[src/rtl/nec_ir_decoder.sv]
// NEC infrared frame decoder: synchronizes the IR receiver output, measures
// mark/space widths in microseconds and assembles 32-bit frames.
module nec_ir_decoder #(
  parameter int CLK_HZ        = 50000000,
  parameter bit CHECK_CMD_INV = 1'b1,
  // microseconds per width tick; lets clocks slower than 1 MHz still measure
  parameter int TICK_US       = 1
) (
  input  logic        clk,
  input  logic        reset_n,
  input  logic        ir,
  input  logic        rd,
  output logic [31:0] data,
  output logic        data_ready,
  output logic        repeat_pulse,
  output logic        frame_err
);

  localparam longint DIV_L = (longint'(CLK_HZ) * longint'(TICK_US)) / 64'sd1000000;
  localparam int     DIV   = (DIV_L < 1) ? 1 : int'(DIV_L);
  localparam int     PW    = (DIV > 1) ? $clog2(DIV) : 1;

  localparam logic [14:0] W_LEAD_LO = 15'd8000;
  localparam logic [14:0] W_LEAD_HI = 15'd10000;
  localparam logic [14:0] W_HDR_LO  = 15'd4000;
  localparam logic [14:0] W_HDR_HI  = 15'd5000;
  localparam logic [14:0] W_RPT_LO  = 15'd1800;
  localparam logic [14:0] W_RPT_HI  = 15'd2700;
  localparam logic [14:0] W_SHORT_LO = 15'd400;
  localparam logic [14:0] W_SHORT_HI = 15'd750;
  localparam logic [14:0] W_ONE_LO  = 15'd1400;
  localparam logic [14:0] W_ONE_HI  = 15'd1950;
  localparam logic [14:0] W_TMO     = 15'd12000;

  typedef enum logic [2:0] {
    IDLE, LEAD_MARK, LEAD_SPACE, BIT_MARK, BIT_SPACE, RPT_MARK
  } state_t;

  state_t        state_q, state_d;
  logic          sync1_q, sync2_q, prev_q;
  logic [PW-1:0] presc_q, presc_d;
  logic [14:0]   width_q, width_d;
  logic [31:0]   shift_q, shift_d;
  logic [5:0]    bit_cnt_q, bit_cnt_d;
  logic [31:0]   data_q, data_d;
  logic          data_ready_q, data_ready_d;
  logic          have_frame_q, have_frame_d;
  logic          repeat_q, repeat_d;
  logic          err_q, err_d;

  logic          rise, fall, edge_any, tick, commit, cmd_ok;
  logic [15:0]   width_sum;
  logic [14:0]   width_inc, meas;

  function automatic logic in_rng(input logic [14:0] w, input logic [14:0] lo,
                                  input logic [14:0] hi);
    return (w >= lo) && (w <= hi);
  endfunction

  assign rise     = ~prev_q & sync2_q;
  assign fall     = prev_q & ~sync2_q;
  assign edge_any = rise | fall;
  assign tick     = (presc_q == PW'(DIV - 1));

  assign width_sum = {1'b0, width_q} + 16'(TICK_US);
  assign width_inc = width_sum[15] ? 15'h7fff : width_sum[14:0];
  // width of the phase ending now, including the tick completing this cycle
  assign meas      = tick ? width_inc : width_q;
  assign cmd_ok    = !CHECK_CMD_INV || (shift_q[31:24] == ~shift_q[23:16]);

  always_comb begin
    state_d      = state_q;
    shift_d      = shift_q;
    bit_cnt_d    = bit_cnt_q;
    data_d       = data_q;
    have_frame_d = have_frame_q;
    repeat_d     = 1'b0;
    err_d        = 1'b0;
    commit       = 1'b0;
    presc_d      = presc_q;
    width_d      = width_q;

    if (edge_any) begin
      presc_d = '0;
      width_d = '0;
    end else if (tick) begin
      presc_d = '0;
      width_d = width_inc;
    end else begin
      presc_d = presc_q + PW'(1);
    end

    if (state_q == IDLE) begin
      if (fall) state_d = LEAD_MARK;
    end else if (!edge_any) begin
      if (meas >= W_TMO) begin
        err_d   = 1'b1;
        state_d = IDLE;
      end
    end else begin
      // marks and spaces alternate, so the edge seen here always ends the
      // phase the current state is timing
      state_d = IDLE;
      err_d   = 1'b1;
      case (state_q)
        LEAD_MARK: if (in_rng(meas, W_LEAD_LO, W_LEAD_HI)) begin
          state_d = LEAD_SPACE;
          err_d   = 1'b0;
        end
        LEAD_SPACE: if (in_rng(meas, W_HDR_LO, W_HDR_HI)) begin
          state_d   = BIT_MARK;
          bit_cnt_d = '0;
          err_d     = 1'b0;
        end else if (in_rng(meas, W_RPT_LO, W_RPT_HI)) begin
          state_d = RPT_MARK;
          err_d   = 1'b0;
        end
        BIT_MARK: if (in_rng(meas, W_SHORT_LO, W_SHORT_HI)) begin
          if (bit_cnt_q == 6'd32) begin
            if (cmd_ok) begin
              commit       = 1'b1;
              data_d       = shift_q;
              have_frame_d = 1'b1;
              err_d        = 1'b0;
            end
          end else begin
            state_d = BIT_SPACE;
            err_d   = 1'b0;
          end
        end
        BIT_SPACE: if (in_rng(meas, W_SHORT_LO, W_SHORT_HI) ||
                       in_rng(meas, W_ONE_LO, W_ONE_HI)) begin
          shift_d   = {in_rng(meas, W_ONE_LO, W_ONE_HI), shift_q[31:1]};
          bit_cnt_d = bit_cnt_q + 6'd1;
          state_d   = BIT_MARK;
          err_d     = 1'b0;
        end
        RPT_MARK: if (in_rng(meas, W_SHORT_LO, W_SHORT_HI)) begin
          repeat_d = have_frame_q;
          err_d    = 1'b0;
        end
        default: ;
      endcase
    end

    // a commit outranks a simultaneous read
    data_ready_d = commit ? 1'b1 : (rd ? 1'b0 : data_ready_q);
  end

  always_ff @(posedge clk or negedge reset_n) begin
    if (!reset_n) begin
      sync1_q      <= 1'b1;
      sync2_q      <= 1'b1;
      prev_q       <= 1'b1;
      state_q      <= IDLE;
      presc_q      <= '0;
      width_q      <= '0;
      shift_q      <= '0;
      bit_cnt_q    <= '0;
      data_q       <= '0;
      data_ready_q <= 1'b0;
      have_frame_q <= 1'b0;
      repeat_q     <= 1'b0;
      err_q        <= 1'b0;
    end else begin
      sync1_q      <= ir;
      sync2_q      <= sync1_q;
      prev_q       <= sync2_q;
      state_q      <= state_d;
      presc_q      <= presc_d;
      width_q      <= width_d;
      shift_q      <= shift_d;
      bit_cnt_q    <= bit_cnt_d;
      data_q       <= data_d;
      data_ready_q <= data_ready_d;
      have_frame_q <= have_frame_d;
      repeat_q     <= repeat_d;
      err_q        <= err_d;
    end
  end

  assign data         = data_q;
  assign data_ready   = data_ready_q;
  assign repeat_pulse = repeat_q;
  assign frame_err    = err_q;

endmodule

[config.mk]
export PLATFORM = sky130hd
export DESIGN_NAME = nec_ir_decoder
export DESIGN_NICKNAME = d
export VERILOG_FILES = /design/src/rtl/nec_ir_decoder.sv
export SDC_FILE = /design/constraint.sdc
export NUM_CORES = 1
export LEC_CHECK = 0
export ABC_AREA = 1
export BUFFER_PORTS_ARGS = -buffer_cell sky130_fd_sc_hd__buf_2
export CORE_MARGIN = 3
export CORE_UTILIZATION = 55
export CTS_CLUSTER_DIAMETER = 120
export DETAILED_ROUTE_END_ITERATION = 16
export GPL_TIMING_DRIVEN = 1
export PLACE_DENSITY_LB_ADDON = 0.25
export SYNTH_ARGS = -nofsm -noshare
export SYNTH_HDL_FRONTEND = slang
export SYNTH_SLANG_ARGS = --single-unit
[constraint.sdc]
create_clock -name clk -period 5.85 [get_ports clk]
set_input_delay 0.585 -clock clk [delete_from_list [all_inputs] [get_ports clk]]
set_output_delay 0.585 -clock clk [all_outputs]
set_load 0.05 [all_outputs]
==> run_results.csv <==
group,metric,value,unit
run_status,status,"complete, no violations",
grt,antenna_found_initial,0,
logic_synthesis,syn-num-nets,699,
logic_synthesis,ys_warn_count,0,
clocking,cts_buffer_depth,2,
sta,setup_viol,0,
worst_setup_path,crit_fanout,64,
logic_synthesis,syn_inst,689,
logic_synthesis,synth_common_cells,"201 x nand2_1, 98 x dfrtp_1, 84 x inv_1",
placement,port_buffers,38,
logic_synthesis,synth_area_leaders,"dfrtp_1 46%, nand2_1 14%, o21ai_1 6.0%",
clocking,cts_tree,"done",
clocking,cts_resized,0,
drt,drt-pass1-iter-count,7,
sta,slew_headroom,0.284,
sta,tightest_slew,1.07,ns
placement,place_congestion,0.929,
power,p_leak,2.97,nW
sta,fin_hold_ws,0.192,ns
layout,final_nets,733,
clocking,clk_latency,0.38,ns
floorplan,dieHeight,105,um
worst_setup_path,critPathKind,"reg2reg",
logic_synthesis,yosys_most_used_dff,"dfrtp_1",
drt,drt_first_iter_violations,293,
clocking,clkSinkCount,101,
worst_setup_path,reg2reg_slack,2.37,ns
drt,vias_per_cell,5.27,
logic_synthesis,synth_edf_count,0,
logic_synthesis,synth_top_area_share,0.459,
worst_setup_path,rr_endpoint,"data[16]$_DFFE_PN0P_",
placement,dpl.hpwl,8240,um
grt,grt_max_degree,65,
layout,diodes,0,
sta,slew_viol_final,0,
worst_setup_path,arrival,3.71,ns
grt,grt_pass1_wl,20100,um
logic_synthesis,synth_area,5340,um2
clocking,cts_buffers,9,
drt,wirelength,11600,um
layout,area_growth_syn_to_layout,8.57,%
sta,fin_crit_sh,0.595,
job,drv_cap,0,
clocking,clkTransAtPathRegs,0.11,ns
layout,drive_gt1_frac,0.124,
layout,fill_cells,856,
sta,period_minus_slack,3.48,ns
grt,gr-usage-all-layers,0.221,
drt,drc,0,
logic_synthesis,synthMostInstantiatedCell,"nand2_1",
power,p_per_area,224,nW/um2
drt,wire_per_inst,13.5,um
logic_synthesis,synth-seq-cells,101,
worst_setup_path,critPathCapture,"data[16]$_DFFE_PN0P_",
worst_setup_path,worst_setup_path_start_kind,"register",
grt,grt_pass1_vias,4375,
worst_hold_path,hold_path.class,"in2async",
clocking,hold_buffers,0,
sta,rsz0062_at_grt,"no",
worst_setup_path,r2r_start,"width_q[0]$_DFF_PN0_",
logic_synthesis,synth_cell_types,39,
logic_synthesis,seq_area_frac_synth,0.474,
clocking,clockRootBuffer,"clkbuf_8",
sta,finalHoldViolCount,0,
drt,via_count,4514,
logic_synthesis,ys_async_sr_fraction,1.00,
drt,final_antenna_net_count,0,
power,peakVddDrop,0.240,mV
floorplan,die_area,10900,um2
floorplan,die_x,105,um
worst_setup_path,required,6.09,ns
sta,setup_tns,0,ns
sta,fmax,0.287,GHz
worst_setup_path,critPathLaunch,"width_q[0]$_DFF_PN0_",
grt,grt-ovfl-total,0,
logic_synthesis,yosysTopAreaCell,"dfrtp_1",
clocking,cts_max_level,3,
worst_setup_path,crit_path_end_kind,"register",
logic_synthesis,avgSynthCellArea,7.75,um2
floorplan,core,9330,um2
floorplan,pin_count,39,
floorplan,initial_utilization,0.573,
clocking,cts_setup_buffers,0,
sta,fin_skew,0.0139,ns
worst_setup_path,r2r_cells,16,
floorplan,rows,35,
[area by class of cell]
type                       instances  area (um2)  area share
clock buffer                      10         138      0.0237
multi-input combinational        481        2350       0.406
sequential                       101        2530       0.436
tap                              129         161      0.0278
clock inverter                     6        75.1      0.0129
timing repair buffer              39         200      0.0345
inverter                          91         343      0.0591
[kinds of logic after synthesis]
logic type / count (synthesis) / synth area share
flip-flops: 101 / 0.474
buffers and inverters: 107 / 0.0859
XOR/XNOR: 13 / 0.0213
AO/OA/AOI/OAI: 89 / 0.0892
AND/OR/NAND/NOR: 373 / 0.316
adder cells (fa/ha/maj): 6 / 0.0141
[per-layer routing]
| layer | vias up | wire, um | GRT usage |
|---|---|---|---|
| met4 | 0 | 227 | 0.0750 |
| met1 | 2102 | 5320 | 0.301 |
| met2 | 121 | 5330 | 0.354 |
| met3 | 22 | 703 | 0.0463 |
| met5 | - | 0 | 0 |
| li1 | 2269 | - | - |
[worst max-delay path, cell delays in order, from the launching register on]
cell and delay [ns]:
dfrtp_1 0.42, ha_1 0.28, nand2_1 0.09, nor2_2 0.28
nand4_1 0.18, nand2_1 0.11, nand2_1 0.06, nor2_2 0.19
nand2_2 0.14, nor2_4 0.15, nand3_1 0.11, nand2_2 0.12
nand2_4 0.07, nor3_4 0.15, nand2_2 0.61, nand2_1 0.24
o21ai_1 0.09
[layout by cell type (no fill, tap or decap), drive strengths merged, types with 3 or more instances in the layout]
cell    Yosys  layout
clkinv      3       5
xor2       11      11
a21oi      10      10
o21ai      73      73
dfrtp      98      98
nor3        9       9
nand4      20      20
dfstp       3       3
ha          6       6
clkbuf      2      10
nor2       75      75
nand2     210     210
buf        14      39
inv        88      91
nand3      55      55
[registers in the layout, indices dropped and copies added, names as in the netlist]
name	count
data	32
shift_q	32
width_q	15
bit_cnt_q	6
presc_q	6
state_q	3
data_ready	1
frame_err	1
have_frame_q	1
prev_q	1
repeat_pulse	1
sync1_q	1
sync2_q	1
[how the worst min path moves through the flow]
stage | cells past startpoint | start | slack [ns] | endpoint
final | 1 | reset_n | 0.19 | width_q[9]$_DFF_PN0_
after global routing | 1 | reset_n | 0.23 | presc_q[4]$_DFF_PN0_
after CTS | 1 | reset_n | 0.20 | presc_q[4]$_DFF_PN0_
after detailed placement | 0 | sync1_q$_DFF_PN1_ | 0.35 | sync2_q$_DFF_PN1_
after global placement | 0 | sync1_q$_DFF_PN1_ | 0.35 | sync2_q$_DFF_PN1_
after floorplan | 0 | reset_n | 0.29 | bit_cnt_q[0]$_DFFE_PN0P_
[stage by stage]
stage / worst slack [ns] / power (W) / util / cell area, um2 / cells
global placement: 2.55 / 0.000834 / 0.599 / 5590 / 841
CTS: 2.37 / 0.00132 / 0.622 / 5800 / 857
finish: 2.37 / 0.00130 / 0.622 / 5800 / 857
global route: 1.92 / 0.00135 / 0.622 / 5800 / 857
detailed placement: 2.41 / 0.000836 / 0.599 / 5590 / 841
floorplan: 3.35 / 0.000802 / - / 5340 / 689
[power by group]
group | switching (W) | leakage (nW) | internal [W]
sequential | 0.00000843 | 1.40 | 0.000709
combinational | 0.0000775 | 1.46 | 0.0000274
clock | 0.000262 | 0.111 | 0.000217
No activity file was read; power rests on OpenSTA's default activity.
